<file path="src/rtl/change_dispenser.sv">
// change_dispenser
//
// Pays out a change amount (0..31 units) one coin at a time using greedy
// denomination selection over three coin tubes (A, B, and C = 1 unit), each
// with its own inventory counter. The coin-eject mechanism may stall each
// ejection. Completion is pulsed on done. A payout that inventory cannot cover
// ends with short set.
//
// Ports:
//   clk          system clock, rising edge
//   rst          synchronous active-high reset, overrides every other input
//   start        load change_in and begin payout (IDLE only)
//   change_in    amount to pay out, sampled when start is accepted
//   refill       set all inventories to all-ones (IDLE only; start has priority)
//   eject_ready  mechanism accepts the presented coin this cycle
//   eject_valid  a coin request is presented
//   eject_sel    coin code: 01=A, 10=B, 11=C, 00 when no coin is selected
//   busy         high in every state except IDLE
//   done         one-cycle pulse when a payout ends
//   short        payout ended with remaining > 0; cleared by the next start
//   remaining    units still owed
//   inv_a/b/c    tube inventories
//   dbg_state    current FSM state (0=IDLE, 1=SELECT, 2=EJECT, 3=FINISH)
//
// Handshake: eject_valid is high for the whole of EJECT. eject_sel is held
// stable while eject_valid=1 and eject_ready=0. A coin transfers on exactly
// the rising edge where eject_valid=1 and eject_ready=1. valid never drops
// before that edge.

module change_dispenser #(
    parameter int COIN_A   = 10,
    parameter int COIN_B   = 5,
    parameter int INV_W    = 4,
    parameter int INV_INIT = 8
) (
    input  logic             clk,
    input  logic             rst,
    input  logic             start,
    input  logic [4:0]       change_in,
    input  logic             refill,
    input  logic             eject_ready,
    output logic             eject_valid,
    output logic [1:0]       eject_sel,
    output logic             busy,
    output logic             done,
    output logic             short,
    output logic [4:0]       remaining,
    output logic [INV_W-1:0] inv_a,
    output logic [INV_W-1:0] inv_b,
    output logic [INV_W-1:0] inv_c,
    output logic [1:0]       dbg_state
);

    typedef enum logic [1:0] {
        IDLE   = 2'd0,
        SELECT = 2'd1,
        EJECT  = 2'd2,
        FINISH = 2'd3
    } state_t;

    localparam logic [4:0]       VAL_A    = 5'(COIN_A);
    localparam logic [4:0]       VAL_B    = 5'(COIN_B);
    localparam logic [4:0]       VAL_C    = 5'd1;
    localparam logic [INV_W-1:0] INV_FULL = '1;
    localparam logic [INV_W-1:0] INV_RST  = INV_W'(INV_INIT);
    localparam logic [INV_W-1:0] INV_ONE  = INV_W'(1);

    localparam logic [1:0] SEL_NONE = 2'b00;
    localparam logic [1:0] SEL_A    = 2'b01;
    localparam logic [1:0] SEL_B    = 2'b10;
    localparam logic [1:0] SEL_C    = 2'b11;

    state_t     state;
    logic [4:0] sel_value;

    // Status outputs are pure decodes of the state register, so they carry no
    // input-to-output path.
    assign eject_valid = (state == EJECT);
    assign busy        = (state != IDLE);
    assign done        = (state == FINISH);
    assign dbg_state   = state;

    // Value of the coin currently being ejected.
    always_comb begin
        sel_value = 5'd0;
        case (eject_sel)
            SEL_A:   sel_value = VAL_A;
            SEL_B:   sel_value = VAL_B;
            SEL_C:   sel_value = VAL_C;
            default: sel_value = 5'd0;
        endcase
    end

    always_ff @(posedge clk) begin
        if (rst) begin
            state     <= IDLE;
            remaining <= 5'd0;
            eject_sel <= SEL_NONE;
            short     <= 1'b0;
            inv_a     <= INV_RST;
            inv_b     <= INV_RST;
            inv_c     <= INV_RST;
        end else begin
            case (state)
                IDLE: begin
                    if (start) begin
                        remaining <= change_in;
                        short     <= 1'b0;
                        state     <= SELECT;
                    end else if (refill) begin
                        inv_a <= INV_FULL;
                        inv_b <= INV_FULL;
                        inv_c <= INV_FULL;
                    end
                end

                // Greedy choice: the largest coin that fits and is in stock.
                // Because value <= remaining is required, remaining never underflows.
                SELECT: begin
                    if (remaining == 5'd0) begin
                        state <= FINISH;
                    end else if (remaining >= VAL_A && inv_a != '0) begin
                        eject_sel <= SEL_A;
                        state     <= EJECT;
                    end else if (remaining >= VAL_B && inv_b != '0) begin
                        eject_sel <= SEL_B;
                        state     <= EJECT;
                    end else if (inv_c != '0) begin
                        eject_sel <= SEL_C;
                        state     <= EJECT;
                    end else begin
                        short <= 1'b1;
                        state <= FINISH;
                    end
                end

                EJECT: begin
                    if (eject_ready) begin
                        remaining <= remaining - sel_value;
                        case (eject_sel)
                            SEL_A:   inv_a <= inv_a - INV_ONE;
                            SEL_B:   inv_b <= inv_b - INV_ONE;
                            SEL_C:   inv_c <= inv_c - INV_ONE;
                            default: ;
                        endcase
                        eject_sel <= SEL_NONE;
                        state     <= SELECT;
                    end
                end

                FINISH: begin
                    state <= IDLE;
                end

                default: state <= IDLE;
            endcase
        end
    end

endmodule
</file>
<file path="config.mk">
export PLATFORM = sky130hd
export DESIGN_NAME = change_dispenser
export DESIGN_NICKNAME = d
export VERILOG_FILES = /design/src/rtl/change_dispenser.sv
export SDC_FILE = /design/constraint.sdc
export NUM_CORES = 1
export LEC_CHECK = 0
export ABC_AREA = 1
export CORE_UTILIZATION = 28
export CTS_BUF_LIST = sky130_fd_sc_hd__clkbuf_8
export CTS_CLUSTER_SIZE = 20
export DETAILED_ROUTE_END_ITERATION = 8
export PLACE_DENSITY_LB_ADDON = 0.3
export SLEW_MARGIN = 10
export SYNTH_ARGS = -nofsm -noshare
export SYNTH_HDL_FRONTEND = slang
export SYNTH_SLANG_ARGS = --single-unit
</file>
<file path="constraint.sdc">
create_clock -name clk -period 2.2 [get_ports clk]
set_clock_uncertainty 0.15 [all_clocks]
set_input_delay 0.55 -clock clk [delete_from_list [all_inputs] [get_ports clk]]
set_output_delay 0.55 -clock clk [all_outputs]
set_load 0.05 [all_outputs]
</file>
Yosys cells after proc, flatten, opt, wreduce, memory -nomap -nowiden
Cells that the tools add are included.
Storage, ports and cells
  register bits after elaboration: 22
  input port bits: 10
  output and inout bits: 25
  logic and storage cells: 83
Cells by class
  add/sub/neg operators: 4
  order comparisons: 2
  eq/ne operators: 18
  mux-type cells: 34
  reductions and logical operators: 18
Operators with widths (count)
  $mux 4: 8
  $pmux 4 s2: 3
  $ne 2x2->1 const B: 8
  $reduce_and 5->1: 3
  $mux 2: 7
  $pmux 4 s3: 1
  $reduce_bool 4->1: 3
  $sub 4x1->4 const B: 3
  $mux 5: 2
  $pmux 5 s2: 1
  $mux 1: 9
  $eq 2x2->1 const B: 4
  $pmux 2 s4: 1
  $reduce_bool 2->1: 4
  $ne 2x1->1 const B: 3
  $reduce_and 6->1: 1
  $ge 5x3->1 const B: 1
  $ge 5x4->1 const B: 1
  $logic_not 5->1: 1
  $sub 5x5->5: 1
  $eq 2x1->1 const B: 2
  $ne 4x4->1 const B: 1
  $pmux 2 s2: 1
  $reduce_and 4->1: 1
  5 further kinds: 6

Depth between registers and ports, before layout
  depth after elaboration: 6
  mapped depth: 10
  mapped depth without buffers: 10

Worst setup path after synthesis
No wires, ideal clock.
  kind: flip-flop to flip-flop
  start point: register eject_sel[1]
  end point: register remaining[4]
  setup time: 124 ps
  arrival: 1890 ps
  data required time: 1926 ps
  setup slack: 36 ps
  stages on the path, launching flop included: 10
  buffers on the path: 0
  clock period less this slack: 2164 ps
  cells stage by stage: dfxtp_1 -> ha_1 -> inv_1 -> fa_1 -> nand2_1 -> nand2_1 -> a21oi_1 -> nand2_1 -> nand3_1 -> a31oi_1
On the way
  word-level cells in the longest chain between the ends: 5
  elaborated cells on any way between the ends: 7
  classes of those cells: 1 x add/sub; 3 x eq/ne; 3 x mux
RTL lines
  from (decl): RTL line 43  | output logic [1:0] eject_sel,
  from (signal assigned): RTL line 98  | eject_sel <= SEL_NONE;
  from (signal assigned): RTL line 123  | eject_sel <= SEL_A;
  from (signal assigned): RTL line 126  | eject_sel <= SEL_B;
  $eq 2x2->1 or $eq 2x1->1 (tied branches): RTL line 86  | case (eject_sel)
  $pmux 4 s3 (*): RTL line 86
  $sub 5x5->5 (*): RTL line 139  | remaining <= remaining - sel_value;
  $mux 5 (*): RTL line 138  | if (eject_ready) begin
  $pmux 5 s2 (*): RTL line 104  | case (state)
  to (signal assigned): RTL line 107  | remaining <= change_in;
  to (signal assigned): RTL line 139
  to (decl): RTL line 47  | output logic [4:0] remaining,
Mark *: on every way between the ends. The rest lies on a longest branch, timed or not. The select of a mux whose other input is x is not followed.
A chain may end at the register's enable or synchronous reset.

Worst setup path after layout
  start point: register inv_b[3]
  end point: output inv_b[3]
RTL lines
  from (decl): RTL line 49  | output logic [INV_W-1:0] inv_b,
  from (signal assigned): RTL line 142  | SEL_B: inv_b <= inv_b - INV_ONE;
No word-level cell between the ends.

==> qor.yml <==
status: "finished, final reports clean"
antenna_found_initial: 0
ant_nets: 0
die_x_um: 73.63
worst_pin_slew_ns: 0.4875
cts_buffers: 3
grt_pass1_wl_um: 5637
comb_power_share: 0.453
synth.mux.area_fraction: 0
area_delta_synth_final_pct: 35.63
clk_latency_ns: 0.27
wl_um: 3390
fin_ws_ns: 0.09161
p_per_area_mw_per_mm2: 844.4
cpPeakStageDelay_ns: 0.80
switching_power_uw: 691.0
io_pins: 35
p_seq_frac: 0.312
slowest_stage: "clkdlybuf4s50_1"
post_cts_buffers: 0
ir_drop_mv: 0.3865
dpl_worst_slack_ns: 0.1720
start_util: 0.2982
syn_avg_cell_area_um2: 7.111
holdPathEnd: "short"
seq_area_frac_synth: 0.3066
place_inst: 307
hp-class: "flip-flop to flip-flop"
path_cells: "clkdlybuf4s50_1"
detail_route.wl_per_cell_um: 10.90
setup_tns_ns: 0
cts-resized-gates: 0
crit_cells: 1
syn-cell-area_mm2: 0.001436
clockPowerShare: 0.235
overflow: 0
power_leakage_uw: 0.0009160
clk_pin_slew_worst_paths_ns: 0.09
yosys_warnings: 0
stdcell_count: 311
yosysUniqueCellTypes: 27
path_class: "flip-flop to output port"
rows: 25
diodes: 0
hold_depth: 2
final_hold_viol_count: 0
min_from: "short"
first_global_vias: 1202
critPathArrivalTime_ns: 1.41
drtIter0Drc: 55
internal_power_uw: 953.9
drive_gt1_frac: 0.2131
critical_path.startpoint: "inv_b[3]"
power_switching_share: 0.4201
grt_start_max_net_pins: 14
synth_top_family_by_area: "simple AND/OR/NAND/NOR gates"
required_ns: 1.50
synth-simple-area-share: 0.3406
max_cap_viol_count: 0
max_clock_freq_mhz: 474.3
syn_nets: 221
fillCellCount: 519
numClockSinks: 22
layout_min_cycle_time_ns: 2.108
io_buffers: 34
hold_buffers: 0
reg2reg_to: "remaining[4]"
synth_compound_area_frac: 0.1577
worstPathMaxFanout: 2
fin_nets: 264
rr_worst_depth: 8
die_h_um: 73.63
post-dp-hpwl_um: 2692
cp_top_family: "buffers and inverters"
synthCells: 202
design.die.area_mm2: 0.005421
core_mm2: 0.004817
vias: 1372
finalWeightedCongestion: 0.7659
cts_tree: "done"
worstSetupEndpointType: "output port"
clk_root_buffer_cell: "clkbuf_8"
yosys.area_share.xor_xnor: 0.01829
slew_viol_final: 0
synth_seq_cells: 22
clockBufferDepth: 2
rrSetupSlack_ns: 0.26
drc: 0
synthAdderAreaFrac: 0.08362
crit_path_start_kind: "flip-flop"
relSlewSlack: 0.6740
detail_route.first_pass.iterations: 4
post-route-period-util: 0.9584
critPathBufInv: 1
drt-vias-per-instance: 4.412
cts_max_level: 1
track_usage: 0.1343
rsz0062_at_grt: "false"
rr_startpoint: "eject_sel[1]"
setup_violations: 0
hold_ws_ns: 0.3376
worst max path at each step:
stage	endpoint	slack (ns)
after floorplan	remaining[4]	0.04
after detailed placement	inv_c[1]	0.17
after global routing	eject_valid	0.04
after global placement	inv_c[1]	0.22
final	inv_b[3]	0.09
after CTS	inv_b[3]	0.08
Yosys cell counts (all sizes together):
master | count | share of area
fa | 1 | 0.014
dfxtp | 22 | 0.31
a21boi | 1 | 0.0052
a21oi | 10 | 0.035
a31oi | 8 | 0.035
nor2 | 22 | 0.068
nand4 | 1 | 0.0044
o21ai | 17 | 0.067
or2 | 4 | 0.017
buf | 2 | 0.0070
ha | 8 | 0.070
inv | 32 | 0.084
clkbuf | 1 | 0.0026
xor2 | 3 | 0.018
nand2 | 44 | 0.14
nand3 | 23 | 0.11
o211ai | 3 | 0.016
cells by family (layout without fill, tap and decap cells):
| group | Yosys count | after routing |
|---|---|---|
| AOI/OAI and AO/OA | 39 | 39 |
| xor gates and xnor gates | 3 | 3 |
| adders and majority gates | 9 | 9 |
| buffers and inverters | 35 | 77 |
| DFF | 22 | 22 |
| and+or+nand+nor | 94 | 94 |
cells in the final DEF, fill, tap and decap left out, drive strengths merged:
cell            n
fa              1
buf            31
nand4           1
xor2            3
ha              8
o211ai          3
a21boi          1
dfxtp          22
a21oi          10
a31oi           8
nand3          23
nand2          44
or2             4
inv            32
bufinv          1
o21ai          17
nor2           22
clkbuf          3
clkdlybuf4s50  10
cell type report:
| type | count | area [um2] | area share |
|---|---|---|---|
| Multi-Input combinational cell | 145 | 862.1 | 0.4425 |
| Tap cell | 67 | 83.83 | 0.04303 |
| Sequential cell | 22 | 440.4 | 0.2261 |
| Timing Repair Buffer | 41 | 370.4 | 0.1901 |
| Clock buffer | 3 | 41.29 | 0.02119 |
| Inverter | 32 | 120.1 | 0.06166 |
| Clock inverter | 1 | 30.03 | 0.01541 |
per-layer routing:
layer | vias up | routed length (um) | part of all wire | global-route usage
met5 | - | 0 | 0 | 0
met4 | 0 | 17 | 0.0050 | 0.02564
met3 | 2 | 144 | 0.042 | 0.03018
met2 | 24 | 1501 | 0.44 | 0.2100
met1 | 603 | 1727 | 0.51 | 0.1894
li1 | 743 | - | - | -
stage by stage:
stage          cell area (um2)  power, uW  utilization
4_1_cts                   1948       1664       0.4044
3_3_place_gp              1877       1267       0.3896
3_5_place_dp              1877       1270       0.3896
5_1_grt                   1948       1754       0.4044
6_report                  1948       1645       0.4044
2_1_floorplan             1436       1048            -
flip-flops by register name, summed over array words and instances, names as in the netlist:
signal,cells
remaining,5
inv_a,4
inv_b,4
inv_c,4
dbg_state,2
eject_sel,2
short,1
power groups by stage:
| stage | logic (uW) | registers, uW | clock network, uW |
|---|---|---|---|
| 6_report | 745 | 514 | 386 |
| 5_1_grt | 818 | 524 | 412 |
| 4_1_cts | 749 | 515 | 399 |
| 3_5_place_dp | 746 | 524 | 0 |
| 3_3_place_gp | 741 | 526 | 0 |
| 2_1_floorplan | 358 | 690 | 0 |
worst min-delay path, delay by kind of cell, from the launching register on:
kind,cells,cell delay (ns)
compound gates,1,0.04
flops,1,0.34
simple gates,1,0.08
Power figures use the tool's default switching activity.
